### src/rtl/teclado_cajero.sv
// teclado_cajero: ATM keypad front end.
// Debounces raw keypad presses, then either forwards PIN digits one at a time
// (MODO=0) or accumulates a decimal amount and delivers it on ENTER (MODO=1).
// Optional build macro TECLADO_TIMEOUT_EN adds an inactivity timer that
// abandons a partially typed amount after TIMEOUT_CYCLES idle cycles.
module teclado_cajero #(
    parameter int DEB_CYCLES     = 4,
    parameter int MAX_DIGITOS    = 9,
    parameter int TIMEOUT_CYCLES = 1000
) (
    input  logic        Clk,
    input  logic        Reset,
    input  logic        KEY_VALID,
    input  logic [3:0]  KEY_CODE,
    input  logic        MODO,
    output logic [3:0]  DIGITO,
    output logic        DIGITO_STB,
    output logic [31:0] MONTO,
    output logic        MONTO_STB,
    output logic        DESBORDE,
    output logic        CANCELAR
);

    localparam logic [7:0] DEB_LIM    = 8'(DEB_CYCLES);
    localparam logic [3:0] MAX_DIG    = 4'(MAX_DIGITOS);
    localparam logic [3:0] KEY_ENTER  = 4'hA;
    localparam logic [3:0] KEY_CLEAR  = 4'hB;
    localparam logic [3:0] KEY_CANCEL = 4'hC;

    typedef enum logic [1:0] {
        RELEASE  = 2'd0,
        IDLE     = 2'd1,
        DEBOUNCE = 2'd2,
        HELD     = 2'd3
    } key_state_t;

    key_state_t  state;
    logic [7:0]  deb_cnt;
    logic [3:0]  code_q;
    logic        evt_pend;
    logic [3:0]  evt_code;

    logic        modo_q;
    logic [31:0] acc;
    logic [3:0]  dcount;

    logic        mode_chg;
    logic [31:0] acc_base;
    logic [3:0]  cnt_base;
    logic [31:0] acc_next_digit;
    logic        timeout_hit;

    // Key FSM: a press must show the same code for DEB_CYCLES consecutive samples
    // before it is accepted, and the key must be released before another press counts.
    always_ff @(posedge Clk) begin
        if (!Reset) begin
            state    <= RELEASE;
            deb_cnt  <= 8'd0;
            code_q   <= 4'd0;
            evt_pend <= 1'b0;
            evt_code <= 4'd0;
        end else begin
            evt_pend <= 1'b0;
            case (state)
                RELEASE: begin
                    if (!KEY_VALID) begin
                        state <= IDLE;
                    end
                end
                IDLE: begin
                    if (KEY_VALID) begin
                        code_q  <= KEY_CODE;
                        deb_cnt <= 8'd1;
                        state   <= DEBOUNCE;
                    end
                end
                DEBOUNCE: begin
                    if (!KEY_VALID) begin
                        deb_cnt <= 8'd0;
                        state   <= IDLE;
                    end else if (KEY_CODE != code_q) begin
                        code_q  <= KEY_CODE;
                        deb_cnt <= 8'd1;
                    end else if (deb_cnt + 8'd1 == DEB_LIM) begin
                        deb_cnt  <= DEB_LIM;
                        state    <= HELD;
                        evt_pend <= 1'b1;
                        evt_code <= code_q;
                    end else begin
                        deb_cnt <= deb_cnt + 8'd1;
                    end
                end
                HELD: begin
                    if (!KEY_VALID) begin
                        deb_cnt <= 8'd0;
                        state   <= IDLE;
                    end
                end
                default: state <= RELEASE;
            endcase
        end
    end

    // A mode switch wipes the partial amount before any event in the same cycle is applied.
    always_comb begin
        mode_chg       = (MODO != modo_q);
        acc_base       = mode_chg ? 32'd0 : acc;
        cnt_base       = mode_chg ? 4'd0 : dcount;
        acc_next_digit = (acc_base << 3) + (acc_base << 1) + {28'd0, evt_code};
    end

`ifdef TECLADO_TIMEOUT_EN
    logic [31:0] timer;

    assign timeout_hit = !evt_pend && (cnt_base != 4'd0) &&
                         (timer + 32'd1 == 32'(TIMEOUT_CYCLES));

    // Inactivity timer: runs only while an amount is partially typed and restarts on every event.
    always_ff @(posedge Clk) begin
        if (!Reset) begin
            timer <= 32'd0;
        end else if (evt_pend || (cnt_base == 4'd0) || timeout_hit) begin
            timer <= 32'd0;
        end else begin
            timer <= timer + 32'd1;
        end
    end
`else
    assign timeout_hit = 1'b0;
`endif

    // Event decoder: turns each accepted key into a PIN digit, amount update or control pulse.
    always_ff @(posedge Clk) begin
        if (!Reset) begin
            modo_q     <= 1'b0;
            acc        <= 32'd0;
            dcount     <= 4'd0;
            DIGITO     <= 4'd0;
            DIGITO_STB <= 1'b0;
            MONTO      <= 32'd0;
            MONTO_STB  <= 1'b0;
            DESBORDE   <= 1'b0;
            CANCELAR   <= 1'b0;
        end else begin
            modo_q     <= MODO;
            DIGITO_STB <= 1'b0;
            MONTO_STB  <= 1'b0;
            DESBORDE   <= 1'b0;
            CANCELAR   <= 1'b0;
            acc        <= acc_base;
            dcount     <= cnt_base;
            if (evt_pend) begin
                if (!MODO) begin
                    if (evt_code <= 4'd9) begin
                        DIGITO     <= evt_code;
                        DIGITO_STB <= 1'b1;
                    end else if (evt_code == KEY_CANCEL) begin
                        acc      <= 32'd0;
                        dcount   <= 4'd0;
                        CANCELAR <= 1'b1;
                    end
                end else begin
                    if (evt_code <= 4'd9) begin
                        if (cnt_base == MAX_DIG) begin
                            DESBORDE <= 1'b1;
                        end else begin
                            acc    <= acc_next_digit;
                            dcount <= cnt_base + 4'd1;
                        end
                    end else begin
                        case (evt_code)
                            KEY_ENTER: begin
                                if (cnt_base != 4'd0) begin
                                    MONTO     <= acc_base;
                                    MONTO_STB <= 1'b1;
                                    acc       <= 32'd0;
                                    dcount    <= 4'd0;
                                end
                            end
                            KEY_CLEAR: begin
                                acc    <= 32'd0;
                                dcount <= 4'd0;
                            end
                            KEY_CANCEL: begin
                                acc      <= 32'd0;
                                dcount   <= 4'd0;
                                CANCELAR <= 1'b1;
                            end
                            default: ;
                        endcase
                    end
                end
            end else if (timeout_hit) begin
                acc      <= 32'd0;
                dcount   <= 4'd0;
                CANCELAR <= 1'b1;
            end
        end
    end

endmodule
### config.mk
export PLATFORM = sky130hd
export DESIGN_NAME = teclado_cajero
export DESIGN_NICKNAME = d
export VERILOG_FILES = /design/src/rtl/teclado_cajero.sv
export SDC_FILE = /design/constraint.sdc
export NUM_CORES = 1
export LEC_CHECK = 0
export BUFFER_PORTS_ARGS = -buffer_cell sky130_fd_sc_hd__buf_2
export CORE_MARGIN = 2
export CORE_UTILIZATION = 35
export DETAILED_ROUTE_END_ITERATION = 8
export GPL_TIMING_DRIVEN = 1
export SYNTH_ARGS = -nofsm -noshare
export SYNTH_HDL_FRONTEND = slang
export SYNTH_SLANG_ARGS = --single-unit
### constraint.sdc
create_clock -name Clk -period 12.2 [get_ports Clk]
set_input_delay 2.44 -clock Clk [delete_from_list [all_inputs] [get_ports Clk]]
set_output_delay 2.44 -clock Clk [all_outputs]
set_load 0.005 [all_outputs]
==> summary.md, run 1 <==
| Metric | Value |
|---|---|
| Status | complete, no violations |
| Net switching power | 0.187 mW |
| Clock Power Share | 43.5% |
| Hold Violations, Final | 0 |
| Worst Path Class, Setup | in -> reg |
| Layout cells sized above 1 | 10.2% |
| Tot GR Track Use | 16.7% |
| Clock transition at path regs | 0.07 ns |
| Post-DP Area | 6680 um^2 |
| Overflow after GRT | 0 |
| Setup crit start kind | input port |
| Fin crit share | 48.9% |
| Clock Latency Late Sink | 0.36 ns |
| Max FO, Critical Path | 18 |
| RSZ-0062 raised after global routing | no |
| Commonest cells post-synth | nand2_1 (135), dfxtp_1 (96), a21oi_1 (73) |
| Headroom to the max-slew limit | 38.7% |
| Yosys cell types | 73 |
| Clk_skew | 0.00918 ns |
| Area of the core | 17800 um^2 |
| Class of the worst hold path | reg -> reg |
| Hold-fix buffers, CTS | 0 |
| Io pins | 48 |
| Inst Count DP | 1040 |
| ANT cells | 0 |
| Die Wd | 138 um |
| Required @ worst endpoint | 12.43 ns |
| Post-CTS Setup Repair Bufs | 0 |
| Leakage | 3.14 nW |
| Initial antenna violation count | 0 |
| # DRC | 0 |
| Post-Synthesis Cells | 805 |
| Clock buffer count from CTS | 9 |
| Mean routed wirelength per cell | 15.2 um |
| Vias per cell | 5.28 |
| Fraction of power consumed by sequential logic | 45.7% |
| Clk buf depth | 2 |
| CP arrival | 6.20 ns |
| Clk root buf | clkbuf_16 |
| Final instance area | 7000 um^2 |
| CTS tree | done |
| H-tree depth | 3 |
| Post-synth net total | 881 |
| Final Slew Violations | 0 |
| Rows | 49 |
| Peak supply drop | 0.0000595 V |
| FMAX | 168 MHz |
| Global-route wire length before repair | 26.8 mm |
| TritonCTS Sinks | 96 |
| Number of I/O port buffers | 47 |
| Seq cells post-synth | 96 |
| Post-synth EDFFs | 0 |
| Multi-input logic area | 4120 um^2 |
| Seq/Total Area, Yosys | 30.5% |
| Max Cap Viol | 0 |
| Seq. cell area | 1920 um^2 |
| Die Y | 138 um |
| Synth Warn # | 0 |
| Effective utilization at floorplan | 35.4% |
| Post-synthesis async set-or-reset flop share | 0% |
| Layout area overhead | 10.9% |
| Synth area leaders | dfxtp_1 (30%), ha_1 (13%), nand2_1 (8.0%) |
| Fillers | 1831 |
| NumNets Final | 898 |
| Largest net degree at the start of global routing | 44 |
| Top_reg_cell synth | dfxtp_1 |
| Crit path capture type | register |
| Worst-margin pin slew | 0.917 ns |
| Die area | 19100 um^2 |
| Mapped Area | 6310 um^2 |
| Int Power | 0.529 mW |
| Initial drt markers | 490 |
| Routed wire length | 16.0 mm |
| GPL Wtd Cong | 0.879 |
| Sw Share | 26.1% |
| Vias in the first global route | 5267 |
| Post-Layout Cell Count | 1056 |
| Post_cts resized | 0 |
| Minimum clock period | 5.97 ns |
| Avg Inst Size Synth | 7.84 um^2 |
| Pre-antenna DRT Iters | 5 |
| Pwr/cell area | 102 nW/um^2 |
| DPL Wire Length | 11.6 mm |
| Final ANT Viol Nets | 0 |
| Logic gate share of total power | 10.8% |
| DR vias | 5580 |
| Final setup vio count | 0 |
| Count leader, synth | nand2_1 |
| Synth top area share | 30.5% |
| Post-synth top area cell | dfxtp_1 |
| Final TNS setup | 0 ns |
-- final timing paths --
kind | end | slack (ns) | startpoint | depth (start not counted)
worst min register to register | acc[20] | 0.45 | acc[20] | 2
worst max-delay path | acc[26] | 6.23 | MODO | 14
worst min-delay path | acc[20] | 0.45 | acc[20] | 2
worst max register to register | acc[26] | 8.14 | modo_q | 13
-- metal layers --
layer	wire (um)	track usage (%)	vias up
li1	-	-	2880
met1	8270	24.1	2592
met2	6920	25.6	87
met3	557	2.98	21
met4	257	4.89	0
met5	0	0	-
-- layout make-up --
| type | count | area share, % |
|---|---|---|
| multi-input combinational | 641 | 58.8 |
| sequential | 96 | 27.4 |
| clock buffer | 9 | 3.22 |
| timing repair buffer | 52 | 3.90 |
| clock inverter | 7 | 1.38 |
| tap | 229 | 4.09 |
| inverter | 22 | 1.18 |
-- kinds of logic (layout without fill, tap and decap cells) --
| kind of cell | Yosys count | in the layout | synth area share [%] |
|---|---|---|---|
| XOR/XNOR | 32 | 32 | 4.56 |
| flip-flops | 96 | 96 | 30.5 |
| multiplexers | 16 | 16 | 2.54 |
| adder cells (fa/ha/maj) | 68 | 68 | 13.6 |
| AND/OR/NAND/NOR | 311 | 311 | 23.0 |
| buffers and inverters | 68 | 90 | 4.44 |
| AO/OA/AOI/OAI | 214 | 214 | 21.4 |
-- metrics by stage --
stage | worst slack [ns] | hold WS (ns) | total power [mW] | utilization, %
2_1_floorplan | 6.61 | 0.417 | 0.391 | -
3_3_place_gp | 5.97 | 0.431 | 0.411 | 37.4
3_5_place_dp | 5.89 | 0.438 | 0.411 | 37.4
4_1_cts | 6.25 | 0.447 | 0.723 | 39.2
5_1_grt | 5.85 | 0.467 | 0.745 | 39.2
6_report | 6.23 | 0.445 | 0.716 | 39.2
-- flip-flops by register name, summed over array words and instances (netlist names), 2 cells and up --
signal,cells
DIGITO,4
MONTO,32
acc,32
code_q,4
dcount,4
deb_cnt,8
evt_code,4
state,2
-- cells in the final DEF, fill, tap and decap left out, types with 7 or more instances in the layout --
master,netlist,routed
a21o_1,18,18
o21ai_0,37,37
a31oi_1,9,9
clkbuf_16,0,9
a21oi_1,73,73
dfxtp_1,96,96
nor3_1,10,10
nand2_1,135,135
and2_1,25,25
xor2_1,14,14
o22ai_1,7,7
inv_1,21,21
nand3_1,13,13
nor2_1,72,72
xnor2_1,17,16
buf_2,7,47
o21ai_1,16,16
ha_1,67,67
nand4_1,12,12
mux2i_1,16,16
-- power groups by stage --
stage	clock [mW]	combinational, mW	sequential, mW
3_5_place_dp	0	0.0772	0.334
6_report	0.312	0.0771	0.327
4_1_cts	0.318	0.0775	0.327
2_1_floorplan	0	0.0591	0.332
3_3_place_gp	0	0.0769	0.334
5_1_grt	0.330	0.0869	0.328
-- worst max-delay path, stage by stage --
cell       delay (ns)
buf_2            0.21
xnor2_2          0.67
nand2_1          0.28
xnor2_1          0.19
ha_1             0.19
a21o_1           0.15
ha_1             0.31
and2b_1          0.20
o2111ai_2        0.24
a211oi_2         0.16
nor3b_2          0.41
o21ai_1          0.19
a2111oi_0        0.43
nor3_1           0.09
Power figures use the tool's default switching activity.
==> run 2: changes to the inputs <==
ABC_AREA = 1   (was default)
clock period = 5.58 ns   (was 12.2 ns; I/O delays follow)
==> summary.md, run 2 <==
| Metric | Value |
|---|---|
| Status | complete, no violations |
| Crit path capture type | register |
| Seq. cell area | 1920 um^2 (unchanged) |
| Required @ worst endpoint | 5.82 ns (-6.61 ns) |
| FMAX | 211 MHz |
| M3 GR Usage | 3.03% (+0.052 points) |
| GPL Wtd Cong | 0.926 (+5.3%) |
| Clock transition at path regs | 0.07 ns (about the same) |
| Hold-fix buffers, CTS | 0 (unchanged) |
| Post-synth top area cell | dfxtp_1 |
| Layout cells sized above 1 | 8.33% (-1.8 points) |
| Post-Synthesis Cells | 1141 (+42%) |
| ANT cells | 0 (unchanged) |
| Critical Path Sink | acc[26] |
| Final worst slack | 0.844 ns (-5.39 ns) |
| Synth area leaders | dfxtp_1 (27%), nand2_1 (17%), ha_1 (12%) |
| Minimum clock period | 4.74 ns |
| Final TNS setup | 0 ns (unchanged) |
| # DRC | 0 (unchanged) |
| Largest net degree at the start of global routing | 64 (+45%) |
| Rows | 52 (+6.1%) |
| Top_reg_cell synth | dfxtp_1 |
| Post-synth net total | 1217 (+38%) |
| Fin crit share | 84.9% |
| DR vias | 7125 (+28%) |
| Effective utilization at floorplan | 35.3% (about the same) |
| Synth Warn # | 0 (unchanged) |
| Avg Inst Size Synth | 6.23 um^2 (-21%) |
| Routed wire length | 20.8 mm (+30%) |
| Seq cells post-synth | 96 (unchanged) |
| Number of I/O port buffers | 47 (unchanged) |
| Max FO, Critical Path | 20 (+2) |
| Count leader, synth | nand2_1 |
| Adder and majority gate portion of the synthesized area | 12.1% (-1.5 points) |
| Worst hold slack | 0.477 ns (+0.0319 ns) |
| Peak supply drop | 0.000200 V (+240%) |
| Commonest cells post-synth | nand2_1 (325), inv_1 (156), nor2_1 (146) |
| Clock Latency Late Sink | 0.35 ns (about the same) |
| Final ANT Viol Nets | 0 (unchanged) |
| Reg2reg end | acc[26] |
| Clk buf depth | 2 (unchanged) |
| Vias per cell | 4.92 (-6.8%) |
| Commonest non-fill, non-tap cell in the layout | nand2_1 |
| Pwr/cell area | 202 nW/um^2 (+97%) |
| Place WS | 0.607 ns (-5.29 ns) |
| Io pins | 48 (unchanged) |
| Initial antenna violation count | 0 (unchanged) |
| Pre-antenna DRT Iters | 5 (unchanged) |
| Worst R2R Path Depth | 17 (+4) |
| Synth top area share | 27.0% (-3.4 points) |
| TritonCTS Sinks | 96 (unchanged) |
| Post-synth EDFFs | 0 (unchanged) |
| Yosys cell types | 43 (-41%) |
| Clk_skew | 0.00745 ns (-0.00173 ns) |
| Post_cts resized | 0 (unchanged) |
| Multiplexer share of the synthesized area | 0% (-2.5 points) |
| Fillers | 2214 (+21%) |
| Worst Path Class, Setup | in -> reg |
| Clock buffer count from CTS | 9 (unchanged) |
| M1 GR Usage | 25.8% (+1.7 points) |
| Class of the worst hold path | reg -> reg |
| Post-layout util | 39.3% (about the same) |
| Simple-gate share of the synthesized area | 31.6% (+8.6 points) |
| Largest regs | MONTO (32), acc (32), deb_cnt (8) |
| Layout area overhead | 11.1% |
| Setup crit start kind | input port |
| RSZ-0062 raised after global routing | no |
| Mapped Area | 7110 um^2 (+13%) |
| CP arrival | 4.98 ns (-1.22 ns) |
| Max Cap Viol | 0 (unchanged) |
| Seq/Total Area, Yosys | 27.0% (-3.4 points) |
| Die Y | 146 um (+5.9%) |
| Tot GR Track Use | 19.4% (+2.6 points) |
| Die Wd | 146 um (+5.9%) |
| Reg2Reg Launch Point | modo_q |
| Final Slew Violations | 0 (unchanged) |
| Headroom to the max-slew limit | 46.5% (+7.9 points) |
| Total power draw | 1.59 mW (+120%) |
| Worst-margin pin slew | 0.799 ns (-0.118 ns) |
| NumNets Final | 1249 (+39%) |
| Commonest cells after routing, fill and taps aside | nand2_1 (325), inv_1 (156), nor2_1 (146) |
| Global-route wire length before repair | 33.7 mm (+26%) |
| Final setup vio count | 0 (unchanged) |
| Initial drt markers | 589 (+20%) |
| DPL Wire Length | 15.9 mm (+37%) |
| Hold Violations, Final | 0 (unchanged) |
| Mean routed wirelength per cell | 14.4 um (-5.1%) |
| Leakage | 4.12 nW (+31%) |
| FF-to-FF setup slack | 1.60 ns (-6.54 ns) |
| Largest family of logic cells by synthesized area | simple AND/OR/NAND/NOR gates |
| M2 GR Usage | 32.7% (+7.1 points) |
| Post-CTS Setup Repair Bufs | 0 (unchanged) |
| Overflow after GRT | 0 (unchanged) |
| Area of the core | 20100 um^2 (+13%) |
| Worst Setup SP | MODO |
| Die area | 21500 um^2 (+12%) |
| Post-synthesis compound-gate area fraction | 17.1% (-4.3 points) |
| Grt peak-use layer | met2 |
| H-tree depth | 3 (unchanged) |
| CTS tree | done |
| Multi-input logic area | 4430 um^2 (+7.6%) |
| Xor and xnor area share after synthesis | 1.48% (-3.1 points) |
| Vias in the first global route | 6635 (+26%) |
| Clk root buf | clkbuf_16 |
| Post-synthesis async set-or-reset flop share | 0% (unchanged) |
run 2: cell types whose count changed in the layout (fill, tap and decap cells not counted), sizes merged, moves of 8 or more:
cell | before | now
a21o | 18 | 2
a21oi | 75 | 88
a31oi | 9 | 1
and2 | 25 | 1
inv | 22 | 163
mux2i | 16 | 0
nand2 | 136 | 331
nand3 | 13 | 43
nor2 | 72 | 148
o21ai | 53 | 100
xnor2 | 17 | 2
run 2: cell families (layout without fill, tap and decap cells):
logic type | Yosys count | after routing
fa+ha+maj | 68 | 68
flops | 96 | 96
buf+inv | 193 | 229
xor+xnor | 12 | 12
simple gates | 551 | 551
compound gates | 221 | 221
run 2: final cells by class:
class / count / area share (%)
clock buffer: 11 / 3.20
sequential: 96 / 24.3
clock inverter: 4 / 0.966
multi-input combinational: 852 / 56.1
timing repair buffer: 52 / 3.45
inverter: 162 / 7.70
tap: 270 / 4.28
run 2: where the power goes:
part / internal (mW) / switching, mW / total [mW]
Clock: 0.417 / 0.273 / 0.690
Combinational: 0.0572 / 0.122 / 0.180
Sequential: 0.705 / 0.0190 / 0.724
run 2: worst min path at each step:
stage / from / to / slack (ns) / cells after the start
floorplan: acc[3] / MONTO[3] / 0.45 / 2
finish: MONTO[18] / MONTO[18] / 0.48 / 2
global placement: MONTO[29] / MONTO[29] / 0.46 / 2
detailed placement: MONTO[22] / MONTO[22] / 0.47 / 2
global route: MONTO[18] / MONTO[18] / 0.51 / 2
CTS: MONTO[18] / MONTO[18] / 0.49 / 2
run 2: routing by layer:
layer | routed length (um) | up-vias | part of all wire (%)
met5 | 0 | - | 0
met4 | 412 | 0 | 2.0
met3 | 933 | 28 | 4.5
li1 | - | 3716 | -
met1 | 9820 | 3221 | 47
met2 | 9650 | 160 | 46
run 2: critical path, stage by stage:
cell     delay (ns)
buf_2          0.25
nand2_1        0.14
nand2_4        0.23
inv_1          0.37
nor2_1         0.59
ha_1           0.34
ha_1           0.38
nand2_1        0.11
nor2_1         0.20
nand2_1        0.07
o21ai_0        0.52
nand2_1        0.20
nand3_1        0.12
nand3_1        0.09
nand2_1        0.08
nand2_1        0.05
nand2_1        0.05
nand2_1        0.05
run 2: through the flow:
stage	instances	instance area, um^2
after floorplan	1141	7110
after global placement	1432	7570
after detailed placement	1432	7570
after CTS	1447	7900
after global routing	1447	7900
final	1447	7900
==> run 3: changes to the inputs <==
clock period = 4.45 ns   (was 5.58 ns; I/O delays follow)
==> summary.md, run 3 (same netlist as run 2, synthesis figures left out) <==
| Metric | Value |
|---|---|
| Status | complete, no violations |
| Max Cap Viol | 0 (unchanged) |
| Post_cts resized | 0 (unchanged) |
| Fillers | 2176 (-1.7%) |
| Clk root buf | clkbuf_16 |
| Fin crit share | 88.0% |
| Die Y | 146 um (unchanged) |
| Headroom to the max-slew limit | 38.8% (-7.8 points) |
| Effective utilization at floorplan | 35.3% (unchanged) |
| Class of the worst hold path | reg -> reg |
| Largest stage delay on the critical path | 0.36 ns (-0.23 ns) |
| Leakage | 4.21 nW (+2.2%) |
| RSZ-0062 raised after global routing | no |
| Layout area overhead | 12.8% |
| CTS tree | done |
| Largest net degree at the start of global routing | 65 (+1.6%) |
| Hold Violations, Final | 0 (unchanged) |
| Post-CTS Setup Repair Bufs | 0 (unchanged) |
| CP most frequent cell | nand2_1 |
| # DRC | 0 (unchanged) |
| Final TNS setup | 0 ns (unchanged) |
| Crit path max-delay cell type | nor2_1 |
| Pwr/cell area | 245 nW/um^2 (+21%) |
| Clock Latency Late Sink | 0.34 ns (about the same) |
| Worst Path Class, Setup | in -> reg |
| Commonest cells after routing, fill and taps aside | nand2_1 (325), inv_1 (156), nor2_1 (146) |
| Initial drt markers | 479 (-19%) |
| Pre-antenna DRT Iters | 8 (+3) |
| Clk_skew | 0.0102 ns (+0.00272 ns) |
| ANT cells | 0 (unchanged) |
| Hold-fix buffers, CTS | 0 (unchanged) |
| Global-route wire length before repair | 34.0 mm (+1.0%) |
| Number of I/O port buffers | 47 (unchanged) |
| Overflow after GRT | 0 (unchanged) |
| Die area | 21500 um^2 (unchanged) |
| Critical path, cell by cell | buf_2 > nand2_1 > nand2_4 > inv_1 > buf_4 > nor2_1 > ha_1 > ha_1 > buf_4 > nand2_1 > nor2_1 > nand2_1 > nor2_1 > nand2_1 > nand3_1 > nand2_1 > nand3_1 > nand2_1 > nand2_1 > nand2_1 > a21oi_1 |
| Worst hold slack | 0.481 ns (+0.00417 ns) |
| Initial antenna violation count | 0 (unchanged) |
| Io pins | 48 (unchanged) |
| DR vias | 7272 (+2.1%) |
| Total power draw | 1.96 mW (+23%) |
| GPL Wtd Cong | 0.928 (+0.29%) |
| NumNets Final | 1267 (+1.4%) |
| Setup crit start kind | input port |
| CP arrival | 4.19 ns (-0.79 ns) |
| Required @ worst endpoint | 4.72 ns (-1.10 ns) |
| Minimum clock period | 3.92 ns |
| DPL Wire Length | 16.1 mm (+1.2%) |
| TritonCTS Sinks | 96 (unchanged) |
| Mean routed wirelength per cell | 14.0 um (-2.3%) |
| Clock buffer count from CTS | 9 (unchanged) |
| Peak supply drop | 0.000294 V (+47%) |
| Clk buf depth | 2 (unchanged) |
| Tot GR Track Use | 19.4% (about the same) |
| FMAX | 255 MHz |
| Clock transition at path regs | 0.07 ns (about the same) |
| Area of the core | 20100 um^2 (unchanged) |
| Vias per cell | 4.96 (+0.74%) |
| Layout cells sized above 1 | 9.53% (+1.2 points) |
| Vias in the first global route | 6868 (+3.5%) |
| Routed wire length | 20.6 mm (-1.1%) |
| Rows | 52 (unchanged) |
| Crit path capture type | register |
| Final ANT Viol Nets | 0 (unchanged) |
| Die Wd | 146 um (unchanged) |
| Max FO, Critical Path | 13 (-35%) |
| Largest regs | MONTO (32), acc (32), deb_cnt (8) |
| Final Slew Violations | 0 (unchanged) |
| Commonest non-fill, non-tap cell in the layout | nand2_1 |
| Worst-margin pin slew | 0.917 ns (+0.119 ns) |
| Final setup vio count | 0 (unchanged) |
| H-tree depth | 3 (unchanged) |
[run 3: power breakdown]
part	leakage [nW]	switching (mW)	internal [mW]
registers	0.774	0.0241	0.885
clock network	0.151	0.331	0.497
logic	3.28	0.153	0.0736
[run 3: worst max-delay path: cells and delay by family]
family / cells / cell delay [ns]
AOI/OAI and AO/OA: 1 / 0.12
adders and majority gates: 2 / 0.63
buffers and inverters: 4 / 0.84
and+or+nand+nor: 14 / 1.71
[run 3: routing by layer]
metal	vias to the layer above	wire length [um]	global-route usage (%)
met5	-	0	0
met4	0	684	6.94
met3	41	1090	2.88
met2	183	9330	32.7
met1	3284	9490	25.2
li1	3764	-	-
[run 3: worst paths after layout]
path             start        end  slack [ns]  depth (start not counted)
max               MODO    acc[24]        0.53                         21
min          MONTO[27]  MONTO[27]        0.48                          2
max reg2reg     modo_q    acc[24]        1.08                         20
min reg2reg  MONTO[27]  MONTO[27]        0.48                          2
[run 3: layout make-up]
class / instances / area (um^2) / share of cell area [%]
well taps: 270 / 338 / 4.21
clock inverters: 4 / 77.6 / 0.968
flip-flops and latches: 96 / 1920 / 24.0
repair buffers: 70 / 408 / 5.09
clock buffers: 12 / 236 / 2.95
multi-input cells: 852 / 4430 / 55.2
inverters: 162 / 608 / 7.58
[run 3: metrics by stage]
stage	cells	utilization [%]	setup slack, ns	instance area, um^2
after floorplan	1141	-	0.949	7110
after global placement	1450	38.3	0.188	7700
after detailed placement	1450	38.3	0.209	7700
after CTS	1466	39.9	0.550	8020
after global routing	1466	39.9	0.185	8020
final	1466	39.9	0.535	8020
